`src/rtl/pu_pkg.sv`:
```
// Shared pu datapath definitions: default sizes, word/address types and the r0 constant.
// New code imports these in place of the old pu.vh width macros.
package pu_pkg;

   localparam int WIDTH_DEF = 16;
   localparam int NREG_DEF  = 4;
   localparam int CW_DEF    = 16;
   localparam int AW_DEF    = $clog2(NREG_DEF);

   typedef logic [WIDTH_DEF-1:0] word_t;
   typedef logic [AW_DEF-1:0]    regaddr_t;

   localparam regaddr_t R0 = '0;

endpackage

```
`src/rtl/rf_scoreboard.sv`:
```
// Per-register busy scoreboard: tracks one outstanding writeback per register,
// accepts or refuses issue requests and reports read-port readiness to decode.
module rf_scoreboard
   import pu_pkg::*;
#(
   parameter int NREG    = NREG_DEF,
   parameter int AW      = $clog2(NREG),
   parameter int ZERO_R0 = 0,
   parameter int BYPASS  = 1
) (
   input  logic          clk,
   input  logic          rst,
   input  logic [AW-1:0] arad,
   input  logic [AW-1:0] brad,
   input  logic          we,
   input  logic [AW-1:0] wad,
   input  logic          iss,
   input  logic [AW-1:0] iad,
   output logic          a_rdy,
   output logic          b_rdy,
   output logic          iss_ok
);

   localparam bit ZR = (ZERO_R0 != 0);
   localparam bit BP = (BYPASS != 0);

   logic [NREG-1:0] busy_q, busy_d;

   always_comb begin
      a_rdy = !busy_q[arad];
      if (BP && we && (wad == arad)) a_rdy = 1'b1;
      if (ZR && (arad == AW'(R0)))   a_rdy = 1'b1;
      if (rst)                       a_rdy = 1'b1;

      b_rdy = !busy_q[brad];
      if (BP && we && (wad == brad)) b_rdy = 1'b1;
      if (ZR && (brad == AW'(R0)))   b_rdy = 1'b1;
      if (rst)                       b_rdy = 1'b1;

      // A register being written back this cycle frees its slot for the new issue.
      iss_ok = iss && (!busy_q[iad] || (we && (wad == iad)));
      if (ZR && (iad == AW'(R0))) iss_ok = iss;
      if (rst)                    iss_ok = iss;

      busy_d = busy_q;
      if (we) busy_d[wad] = 1'b0;
      if (iss_ok && !(ZR && (iad == AW'(R0)))) busy_d[iad] = 1'b1;
   end

   always_ff @(posedge clk or posedge rst) begin
      if (rst) busy_q <= '0;
      else     busy_q <= busy_d;
   end

endmodule

```
`src/rtl/regfile_sb.sv`:
```
// Parametrised pu register file with write-to-read bypass, optional hardwired r0,
// a busy scoreboard for hazard detection and a clearable event counter.
module regfile_sb
   import pu_pkg::*;
#(
   parameter int WIDTH   = WIDTH_DEF,
   parameter int NREG    = NREG_DEF,
   parameter int AW      = $clog2(NREG),
   parameter int CW      = CW_DEF,
   parameter int ZERO_R0 = 0,
   parameter int BYPASS  = 1
) (
   input  logic             clk,
   input  logic             rst,
   input  logic [AW-1:0]    arad,
   input  logic [AW-1:0]    brad,
   output logic [WIDTH-1:0] a,
   output logic [WIDTH-1:0] b,
   output logic             a_rdy,
   output logic             b_rdy,
   input  logic             we,
   input  logic [AW-1:0]    wad,
   input  logic [WIDTH-1:0] wd,
   input  logic             iss,
   input  logic [AW-1:0]    iad,
   output logic             iss_ok,
   input  logic             cwe,
   input  logic             cclr,
   output logic [CW-1:0]    c,
   output logic             c_ovf
);

   localparam bit ZR = (ZERO_R0 != 0);
   localparam bit BP = (BYPASS != 0);

   logic [WIDTH-1:0] regs_q [NREG];
   logic [CW-1:0]    c_q, c_d;
   logic             ovf_q, ovf_d;
   logic             wr_en;

   assign wr_en = we && !(ZR && (wad == AW'(R0)));

   always_ff @(posedge clk or posedge rst) begin
      if (rst) begin
         for (int i = 0; i < NREG; i++) regs_q[i] <= '0;
      end else if (wr_en) begin
         regs_q[wad] <= wd;
      end
   end

   // r0 forcing sits after the bypass so a dropped r0 write is never forwarded.
   always_comb begin
      a = regs_q[arad];
      if (BP && we && (wad == arad)) a = wd;
      if (ZR && (arad == AW'(R0)))   a = '0;
      if (rst)                       a = '0;

      b = regs_q[brad];
      if (BP && we && (wad == brad)) b = wd;
      if (ZR && (brad == AW'(R0)))   b = '0;
      if (rst)                       b = '0;
   end

   always_comb begin
      c_d   = c_q;
      ovf_d = ovf_q;
      if (cclr) begin
         c_d   = '0;
         ovf_d = 1'b0;
      end else if (cwe) begin
         c_d = c_q + CW'(1);
         if (c_q == '1) ovf_d = 1'b1;
      end
   end

   always_ff @(posedge clk or posedge rst) begin
      if (rst) begin
         c_q   <= '0;
         ovf_q <= 1'b0;
      end else begin
         c_q   <= c_d;
         ovf_q <= ovf_d;
      end
   end

   assign c     = c_q;
   assign c_ovf = ovf_q;

   rf_scoreboard #(
      .NREG    (NREG),
      .AW      (AW),
      .ZERO_R0 (ZERO_R0),
      .BYPASS  (BYPASS)
   ) u_sb (
      .clk    (clk),
      .rst    (rst),
      .arad   (arad),
      .brad   (brad),
      .we     (we),
      .wad    (wad),
      .iss    (iss),
      .iad    (iad),
      .a_rdy  (a_rdy),
      .b_rdy  (b_rdy),
      .iss_ok (iss_ok)
   );

endmodule

```
`config.mk`:
```
export PLATFORM = sky130hd
export DESIGN_NAME = regfile_sb
export DESIGN_NICKNAME = d
export VERILOG_FILES = /design/src/rtl/pu_pkg.sv /design/src/rtl/rf_scoreboard.sv /design/src/rtl/regfile_sb.sv
export SDC_FILE = /design/constraint.sdc
export NUM_CORES = 1
export LEC_CHECK = 0
export CELL_PAD_IN_SITES_DETAIL_PLACEMENT = 1
export CELL_PAD_IN_SITES_GLOBAL_PLACEMENT = 2
export CORE_MARGIN = 2
export CORE_UTILIZATION = 30
export CTS_CLUSTER_SIZE = 10
export DETAILED_ROUTE_END_ITERATION = 12
export PLACE_DENSITY_LB_ADDON = 0.1
export SLEW_MARGIN = 0
export SYNTH_ARGS = -nofsm -noshare
export SYNTH_HDL_FRONTEND = slang
export SYNTH_SLANG_ARGS = --single-unit
```
`constraint.sdc`:
```
create_clock -name clk -period 8.05 [get_ports clk]
set_clock_uncertainty 0.05 [all_clocks]
set_input_delay 1.61 -clock clk [delete_from_list [all_inputs] [get_ports clk]]
set_output_delay 1.61 -clock clk [all_outputs]
set_load 0.02 [all_outputs]
```
Word level (Yosys, flattened, before mapping)
Index checks and enable logic that the tools add are counted.

word-level totals
  logic and storage cells = 77
  register bits after elaboration = 85
  output and inout bits = 52
  input port bits = 30

operators by class
  eq/ne operators = 4
  reductions and logical operators = 14
  multiplexer cells = 35
  magnitude comparators = 10
  bitwise operators = 6
  $add $sub $neg = 1

operator list
  cell                     number
  $mux W16                 11
  $bmux W16 S2             2
  $bwmux W64               1
  $demux W16 S2            1
  $add A16 B1 Y16 const B  1
  $eq A16 B16 Y1 const B   1
  $mux W1                  13
  $lt A2 B3 Y1 const B     4
  $ge A3 B3 Y1 const B     3
  $not A2 Y3               3
  $mux W4                  2
  $logic_and A1 B1 Y1      7
  $bmux W1 S2              3
  $eq A2 B2 Y1             3
  $and A4 B4 Y4            1
  $demux W1 S2             2
  $ge A2 B1 Y1 const B     2
  $not A4 Y4               1
  $or A4 B4 Y4             1
  $reduce_bool A2 Y1       2
  $logic_not A1 Y1         3
  $lt A3 B1 Y1 const B     1
  $reduce_and A2 Y1        1
  $logic_or A1 B1 Y1       1

Logic depth before layout (Yosys ltp)
Gate-level depths: netlist of the first run.

  depth in word-level cells = 9
  depth in mapped cells = 7
  mapped depth without buffers = 5

By module
Synthesis of the first run repeated with hierarchy kept, for this count alone.

unflattened totals
  cells, all modules = 412
  area total of the unflattened synthesis = 4902.2 µm²

by module, submodules not included
  module         sequential area each (µm²)  cells an instance  area an instance (µm²)  instances
  regfile_sb     2026.9                      377                4553.1                  1
  rf_scoreboard  100.1                       35                 349.1                   1

Worst setup path after synthesis of the first run
No wires, ideal clock.

  path type = input to output
  start = input rst
  end = output a_rdy
  stages = 3
  path buffers = 1
  data arrival time = 4.214 ns
  required time = 6.390 ns
  path slack = 2.176 ns
  cells stage by stage = clkbuf_1 -> inv_1 -> nand3_1

on the way
  word-level cells in the longest chain between the ends = 1

ends and longest elaborated chain
  what             line                 text
  start, declared  regfile_sb.sv:14     input logic rst,
  $mux W1          rf_scoreboard.sv:33  if (rst) a_rdy = 1'b1;
  end, declared    regfile_sb.sv:19     output logic a_rdy,

Every way passes these cells.

Worst setup path after layout of the first run
  start = input brad[0]
  end = output b[8]

on the way
  word-level cells in the longest chain between the ends = 6
  elaborated cells on any way between the ends = 8
  classes of those cells = eq/ne: 1; mux: 5; bitwise: 1; reduce/logical: 1

ends and longest elaborated chain
  what                                          line              text
  start, declared                               regfile_sb.sv:16  input logic [AW-1:0] brad,
  $not A2 Y3 (implied by the code)              regfile_sb.sv:58  b = regs_q[brad];
  $bmux W16 S2                                  regfile_sb.sv:58
  $mux W16 (implied by the code) (2 in series)  regfile_sb.sv:58
  $mux W16 (*)                                  regfile_sb.sv:59  if (BP && we && (wad == brad)) b = wd;
  $mux W16 (*)                                  regfile_sb.sv:61  if (rst) b = '0;
  end, declared                                 regfile_sb.sv:18  output logic [WIDTH-1:0] b,

Every way passes the cells marked *; elsewhere a longest branch is shown, timed or not. The select of a mux whose other input is x is not followed.

==> impl_metrics.ini, run 1 <==
[worst_setup_path]
worstSetupPathType = input port to output port
ff2ff_path_depth = 4
r2r_slack_ns = 6.33
startpoint_type = input port
reg2reg_to = c[15]
crit_fanout = 18
end_kind = output port
cp_data_required_time_ns = 6.39
arrival_ns = 4.33
reg2reg_from = c[6]

[grt]
grt_pass1_vias = 3758
antenna_found_initial = 0
grt_start_max_net_pins = 47
grt_first_pass_wirelength_um = 21200
grt.total_usage_pct = 16.4
globalRouteOverflowTotal = 0

[cts]
clkTransAtPathRegs_ns = 0.06
cts_resized = 0
post_cts_buffers = 0
clockBufferDepth = 2
numCtsBuffers = 9
hold_buffers = 0
cts_tree = built
clockRootBuffer = clkbuf_16
insertion_delay_ns = 0.34
cts-htree-levels = 3
clock_sinks = 85

[power]
cellPowerDensity_nw_per_um2 = 213
irDropWorstVdd_v = 0.0000879
p_leak_nw = 2.39

[detailed_routing]
drc = 0
drtIter0Drc = 199
vias = 3564
antenna_left = 0
wire_per_inst_um = 19.0
wirelength_um = 13200
first_pass_iters = 4
routed_via_density = 5.13

[timing]
max_freq_ghz = 0.167
min_period_ns = 5.99
finalHoldViolCount = 0
setup_tns_ns = 0
report.final.slew_viol_count = 0
tightestPinTransition_ns = 1.15
grt_setup_unrepaired = false
slew_headroom_pct = 22.9
whs_ns = 0.453
setup_violations = 0
fin_crit_sh_pct = 74.4

[floorplan]
core_um2 = 15800
io_pins = 82
rows = 46
die_w_um = 131
die_h_um = 131
die_area_um2 = 17100
initial_utilization_pct = 30.5

[logic_synthesis]
synth_seq_area_share_pct = 44.1
avgSynthCellArea_um2 = 11.9
netlist_area_um2 = 4830
synth_top_cell_by_area = dfrtp_1
ys_ff_latch = 85
yosysTopAreaCellShare_pct = 44.1
synth_area_leaders = dfrtp_1 44%, mux4_2 16%, mux2_2 15%
ys_types = 38
syn_nets = 435
ys_warn_count = 0
synthCells = 404

[layout]
finalNetCount = 505
antenna_cells = 0
multi_input_area_um2 = 2520
layout.cells.non_filler = 695
drive_above_1_share_pct = 26.7
seq_area_um2 = 2130
area.growth.synth_to_final_pct = 26.3
fill_cells = 1714
final_common_cell = dfrtp_1
final_cell_mix = 85 x dfrtp_1, 81 x clkdlybuf4s50_1, 68 x nand2_1

[place]
dp_hpwl_um = 8670
placed_cells = 679
globalplace.congestion = 0.677
io_buffer_count = 81

[min_path]
holdCritStartpoint = c_ovf
whs_path_depth = 2
hold_end = c_ovf
hold_class = flip-flop to flip-flop

[run]
maxCapViolCount = 0

[outcome]
outcome = finished, final reports clean
[synthesized netlist by cell type]
cell and number:
or3_2 1, nand4_4 1, clkbuf_1 5, nor3_1 4, xor2_1 1, nor2_1 17, nand2_1 68, mux4_2 34
o31a_1 1, dfrtp_1 85, nor3b_1 1, nor2b_1 1, mux2i_1 2, nand3_1 8, nand3_2 3, nor3b_4 1
buf_2 13, nor4_1 3, o21ai_0 2, inv_1 7, ha_1 1, clkbuf_2 2, buf_4 7, mux2_2 65
buf_1 1, or3_1 1, a31oi_1 2, o211ai_1 1, a21oi_1 35, xnor2_1 17, nand3b_1 1, and3_1 3
mux2_4 1, a22o_1 3, nand4_1 3, o2bb2ai_1 1, a311oi_1 1, nor4_4 1
[critical path: stages]
cell	delay, ns
clkdlybuf4s50_1	0.46
buf_4	0.36
xnor2_1	0.19
and3_1	0.74
nand2_1	0.12
a21oi_1	0.20
clkdlybuf4s50_1	0.64
[per-stage QoR]
step / power [W] / area, um^2 / util (%) / setup slack (ns)
floorplan: 0.000770 / 4830 / - / 2.18
global placement: 0.000889 / 5800 / 36.7 / 1.98
detailed placement: 0.000898 / 5800 / 36.7 / 1.99
CTS: 0.00132 / 6100 / 38.5 / 1.97
global route: 0.00138 / 6100 / 38.5 / 1.81
finish: 0.00130 / 6100 / 38.5 / 2.06
[sequential cells by signal, indices dropped and copies added (netlist names)]
name	flops
u_sb.busy_q	4
regs_q	64
c	16
c_ovf	1
[cell families (layout without fill, tap and decap cells)]
kind of cell | Yosys count | after routing | synth area share [%]
xor+xnor | 18 | 18 | 3.27
compound gates | 46 | 46 | 5.34
mux | 102 | 102 | 31.8
flops | 85 | 85 | 44.1
fa+ha+maj | 1 | 1 | 0.259
buf+inv | 35 | 110 | 3.66
simple gates | 117 | 117 | 11.6
[power by group]
group	internal (W)	switching, W	total (W)	leakage (nW)
Combinational	0.000193	0.000151	0.000344	1.21
Clock	0.000248	0.000167	0.000415	0.143
Sequential	0.000494	0.0000483	0.000542	1.04
[metal layers]
layer  vias to the layer above  track usage (%)  share of wire [%]
li1                       1613                -                  -
met1                      1867             21.5                 45
met2                        69             27.8                 50
met3                        15             2.61                3.8
met4                         0             5.69                1.5
met5                         -                0                  0
[how the worst max path moves through the flow]
stage	cells past startpoint	slack [ns]	endpoint	startpoint
2_1_floorplan	3	2.18	a_rdy	rst
3_3_place_gp	7	1.98	b[7]	brad[0]
3_5_place_dp	7	1.99	b[7]	brad[0]
4_1_cts	7	1.97	b[4]	brad[0]
5_1_grt	7	1.81	b[8]	brad[0]
6_report	7	2.06	b[8]	brad[0]
[cell type report]
cell class	count	area share [%]
Timing Repair Buffer	87	14.0
Multi-Input combinational cell	284	41.4
Clock inverter	4	0.780
Tap cell	216	4.43
Clock buffer	12	4.04
Sequential cell	85	34.9
Inverter	7	0.451
Note: power is estimated with default switching activity, not from simulation.
==> inputs of run 2 (changes only) <==
==> constraint.sdc (replaced) <==
create_clock -name clk -period 5.5 [get_ports clk]
set_clock_uncertainty 0.05 [all_clocks]
set_input_delay 1.1 -clock clk [delete_from_list [all_inputs] [get_ports clk]]
set_output_delay 1.1 -clock clk [all_outputs]
set_load 0.02 [all_outputs]
==> run 2 against run 1 <==
- critical endpoint unchanged
- register-to-register slack worse by 2.5 ns
- die area did not move
- largest cell class unchanged
- largest power group unchanged
- sequential share of layout area is 0.63 points lower
==> impl_metrics.ini, run 2 (synthesis gave the netlist of run 1 again) <==
[worst_setup_path]
cpPeakStageDelay_ns = 0.72
reg2reg_from = c[6]
startpoint_type = input port
path_cells = clkdlybuf4s50_1, xnor2_1, and3_1, buf_12, nand2_1, a21oi_1, clkdlybuf4s50_1
cp_slowest_cell = clkdlybuf4s50_1
arrival_ns = 3.48
crit_fanout = 9
r2r_slack_ns = 3.80
path_common_cell = clkdlybuf4s50_1
cp_data_required_time_ns = 4.35
end_kind = output port
ff2ff_path_depth = 4
worstSetupPathType = input port to output port
critical_path.top_delay_family = buffers and inverters
reg2reg_to = c[15]
cp_num_buf_inv = 3

[layout]
final_cell_mix = 85 x dfrtp_1, 81 x clkdlybuf4s50_1, 68 x nand2_1
largest_register_ffs = 64
finalNetCount = 514
antenna_cells = 0
final_common_cell = dfrtp_1
area.growth.synth_to_final_pct = 28.7
regMostFlops = regs_q
drive_above_1_share_pct = 28.3
layout.cells.non_filler = 704

[detailed_routing]
vias = 3505
drc = 0
antenna_left = 0
wire_per_inst_um = 19.3
wirelength_um = 13600
routed_via_density = 4.98
drtIter0Drc = 103
first_pass_iters = 4

[power]
swShare_pct = 27.5
pwr-share-comb_pct = 26.0
irDropWorstVdd_v = 0.000143
p_total_w = 0.00198
internal_power_w = 0.00143
p_clk_share_pct = 33.9
p_seq_share_pct = 40.1
p_leak_nw = 2.46
power.switching_w = 0.000543
cellPowerDensity_nw_per_um2 = 318

[grt]
grt.total_usage_pct = 17.2
grt_pass1_vias = 3873
grt_first_pass_wirelength_um = 21900
antenna_found_initial = 0
grt_start_max_net_pins = 72
globalRouteOverflowTotal = 0

[cts]
clkTransAtPathRegs_ns = 0.06
cts-htree-levels = 3
clockBufferDepth = 2
clockRootBuffer = clkbuf_16
insertion_delay_ns = 0.34
clock_sinks = 85
hold_buffers = 0
cts_tree = built
cts_resized = 0
numCtsBuffers = 9
post_cts_buffers = 0

[timing]
setup_tns_ns = 0
finalHoldViolCount = 0
grt_setup_unrepaired = false
slew_headroom_pct = 16.9
report.final.slew_viol_count = 0
max_freq_ghz = 0.216
fin_crit_sh_pct = 84.2
tightestPinTransition_ns = 1.24
min_period_ns = 4.63
setup_violations = 0

[min_path]
holdCritStartpoint = regs_q[9]
whs_path_depth = 1
hold_end = regs_q[9]
hold_class = flip-flop to flip-flop

[run]
maxCapViolCount = 0

[place]
dp_hpwl_um = 9140
placed_cells = 688
io_buffer_count = 81
globalplace.congestion = 0.702

[outcome]
outcome = finished, final reports clean

[floorplan]
die_h_um = 131
die_area_um2 = 17100
die_w_um = 131
core_um2 = 15800
initial_utilization_pct = 30.5
io_pins = 82
rows = 46
## run 2: cell type report
class	count	area, um^2
Timing Repair Buffer	96	936
Multi-Input combinational cell	284	2520
Clock buffer	12	256
Fill cell	1697	9620
Clock inverter	4	70.1
Inverter	7	27.5
Tap cell	216	270
Sequential cell	85	2130
## run 2: power by group through the flow
stage | combinational, W | clock [W] | sequential (W)
global placement | 0.000513 | 0 | 0.000795
detailed placement | 0.000520 | 0 | 0.000803
finish | 0.000513 | 0.000670 | 0.000792
global route | 0.000558 | 0.000710 | 0.000807
floorplan | 0.000347 | 0 | 0.000780
CTS | 0.000522 | 0.000689 | 0.000792
## run 2: worst max-delay path by stage
stage,startpoint,end,slack [ns],cells after the start
finish,wad[1],b[8],0.87,7
global route,wad[0],a[1],0.69,7
CTS,wad[1],b[12],0.85,7
detailed placement,wad[0],b[7],0.86,7
global placement,wad[0],b[7],0.88,7
floorplan,rst,a_rdy,0.65,3
## run 2: per-stage QoR
stage	cell area [um^2]	worst slack [ns]	util (%)	hold slack (ns)
final	6210	0.867	39.2	0.474
after global routing	6210	0.688	39.2	0.493
after CTS	6210	0.854	39.2	0.478
after detailed placement	5880	0.860	37.2	0.464
after global placement	5880	0.882	37.2	0.448
after floorplan	4830	0.646	-	0.441
## run 2: layer usage
metal,share of wire [%],vias up,track usage (%)
met5,0,-,0
met4,2.3,0,7.38
met3,2.6,20,2.61
met2,49,70,28.5
met1,46,1793,22.7
li1,-,1622,-
## run 2: worst reg2reg max path: cells and delay by family (launching register included)
family | cells | cell delay [ns]
AND/OR/NAND/NOR | 3 | 0.80
flip-flops | 1 | 0.45
multiplexers | 1 | 0.30
==> inputs of run 3 (changes only) <==
==> constraint.sdc (replaced) <==
create_clock -name clk -period 3.9 [get_ports clk]
set_clock_uncertainty 0.05 [all_clocks]
set_input_delay 0.78 -clock clk [delete_from_list [all_inputs] [get_ports clk]]
set_output_delay 0.78 -clock clk [all_outputs]
set_load 0.02 [all_outputs]
==> run 3 against run 2 <==
- total power up 37%
- critical path type unchanged
- largest power group unchanged
- critical path depth unchanged
- via count up 2.1%
- clock power up 27%
- setup slack worse by 0.74 ns
- highest routed layer unchanged
- worst hold slack worse by 0.0073 ns
- die area unchanged
- first-iteration DRC count up 29%
- register-to-register slack worse by 1.6 ns
- sequential share of layout area down 0.37 points
- count of clock-buffer cells in the layout down 1
==> impl_metrics.ini, run 3 (synthesis gave the netlist of run 1 again) <==
[outcome]
outcome = finished, final reports clean

[layout]
final_cell_mix = 85 x dfrtp_1, 81 x clkdlybuf4s50_1, 68 x nand2_1
largest_register_ffs = 64
drive_above_1_share_pct = 29.6
regMostFlops = regs_q
area.growth.synth_to_final_pct = 30.1
antenna_cells = 0
finalNetCount = 523
final_common_cell = dfrtp_1

[place]
globalplace.congestion = 0.715
dp_hpwl_um = 9330
place_ws_ns = 0.140
io_buffer_count = 81

[floorplan]
io_pins = 82
die_h_um = 131
initial_utilization_pct = 30.5
rows = 46
core_um2 = 15800
die_w_um = 131
die_area_um2 = 17100

[detailed_routing]
antenna_left = 0
routed_via_density = 5.03
wire_per_inst_um = 19.5
drc = 0
vias = 3580
drtIter0Drc = 133
first_pass_iters = 4
wirelength_um = 13900

[cts]
clockRootBuffer = clkbuf_16
clock_sinks = 85
clkTransAtPathRegs_ns = 0.06
hold_buffers = 0
cts_tree = built
clockBufferDepth = 2
cts-htree-levels = 3
post_cts_buffers = 0
insertion_delay_ns = 0.34
numCtsBuffers = 9

[timing]
setup_tns_ns = 0
setup_violations = 0
grt_setup_unrepaired = false
setup_ws_ns = 0.125
slew_headroom_pct = 29.3
min_period_ns = 3.77
max_freq_ghz = 0.265
finalHoldViolCount = 0
report.final.slew_viol_count = 0
fin_crit_sh_pct = 96.8
tightestPinTransition_ns = 1.06

[grt]
antenna_found_initial = 0
grt_first_pass_wirelength_um = 22000
grt_start_max_net_pins = 81
grt.total_usage_pct = 17.5
globalRouteOverflowTotal = 0
grt_pass1_vias = 3809

[power]
cellPowerDensity_nw_per_um2 = 431
irDropWorstVdd_v = 0.000215
p_leak_nw = 2.49

[worst_setup_path]
startpoint_type = input port
worstSetupPathType = input port to output port
cp_data_required_time_ns = 3.07
crit_fanout = 7
end_kind = output port
arrival_ns = 2.94

[min_path]
hold_class = flip-flop to flip-flop

[run]
maxCapViolCount = 0
## run 3: worst paths after layout
| kind | slack, ns | from | endpoint | cells past startpoint |
|---|---|---|---|---|
| setup / recovery | 0.13 | brad[1] | b[1] | 7 |
| max in group asynchronous | 1.67 | rst | regs_q[26] | 4 |
| setup reg to reg | 2.16 | c[0] | c[14] | 5 |
| hold reg to reg | 0.47 | c_ovf | c_ovf | 2 |
| min in group asynchronous | 0.87 | rst | u_sb.busy_q[0] | 3 |
| hold / removal | 0.47 | c_ovf | c_ovf | 2 |
## run 3: metal layers
layer / vias up / routed length, um / track usage [%]
met4: 0 / 196 / 5.69
met2: 71 / 6740 / 29.1
met3: 12 / 462 / 2.48
met1: 1853 / 6460 / 23.6
met5: - / 0 / 0
li1: 1644 / - / -
## run 3: repair_timing
| action | in CTS | in global routing |
|---|---|---|
| resized for setup | 0 | 1 |
| endpoints found under the setup margin | 0 | 1 |
| endpoints found under the hold margin | 0 | 0 |
## run 3: critical path, cell delays in order
cell	delay [ns]
clkdlybuf4s50_1	0.62
xnor2_1	0.18
and3_1	0.26
buf_4	0.21
nand2_1	0.07
a21oi_1	0.19
clkdlybuf4s50_1	0.64
## run 3: where the power goes
group	switching [W]	leakage [nW]	internal [W]
Clock	0.000344	0.145	0.000509
Sequential	0.0000977	1.04	0.00102
Combinational	0.000319	1.31	0.000416
## run 3: area by class of cell
class / count / area (um^2)
Clock buffer: 11 / 243
Clock inverter: 4 / 48.8
Fill cell: 1679 / 9550
Inverter: 7 / 30.0
Multi-Input combinational cell: 284 / 2530
Sequential cell: 85 / 2130
Tap cell: 216 / 270
Timing Repair Buffer: 105 / 1030
## run 3: stage by stage
stage               util [%]  cells  hold slack [ns]  instance area (um^2)  power, W
finish                  39.7    712            0.467                  6280   0.00271
global route            39.7    712            0.491                  6280   0.00285
CTS                     39.6    712            0.476                  6270   0.00274
detailed placement      37.8    697            0.455                  5980   0.00187
global placement        37.8    697            0.444                  5980   0.00186
floorplan                  -    404            0.441                  4830   0.00159
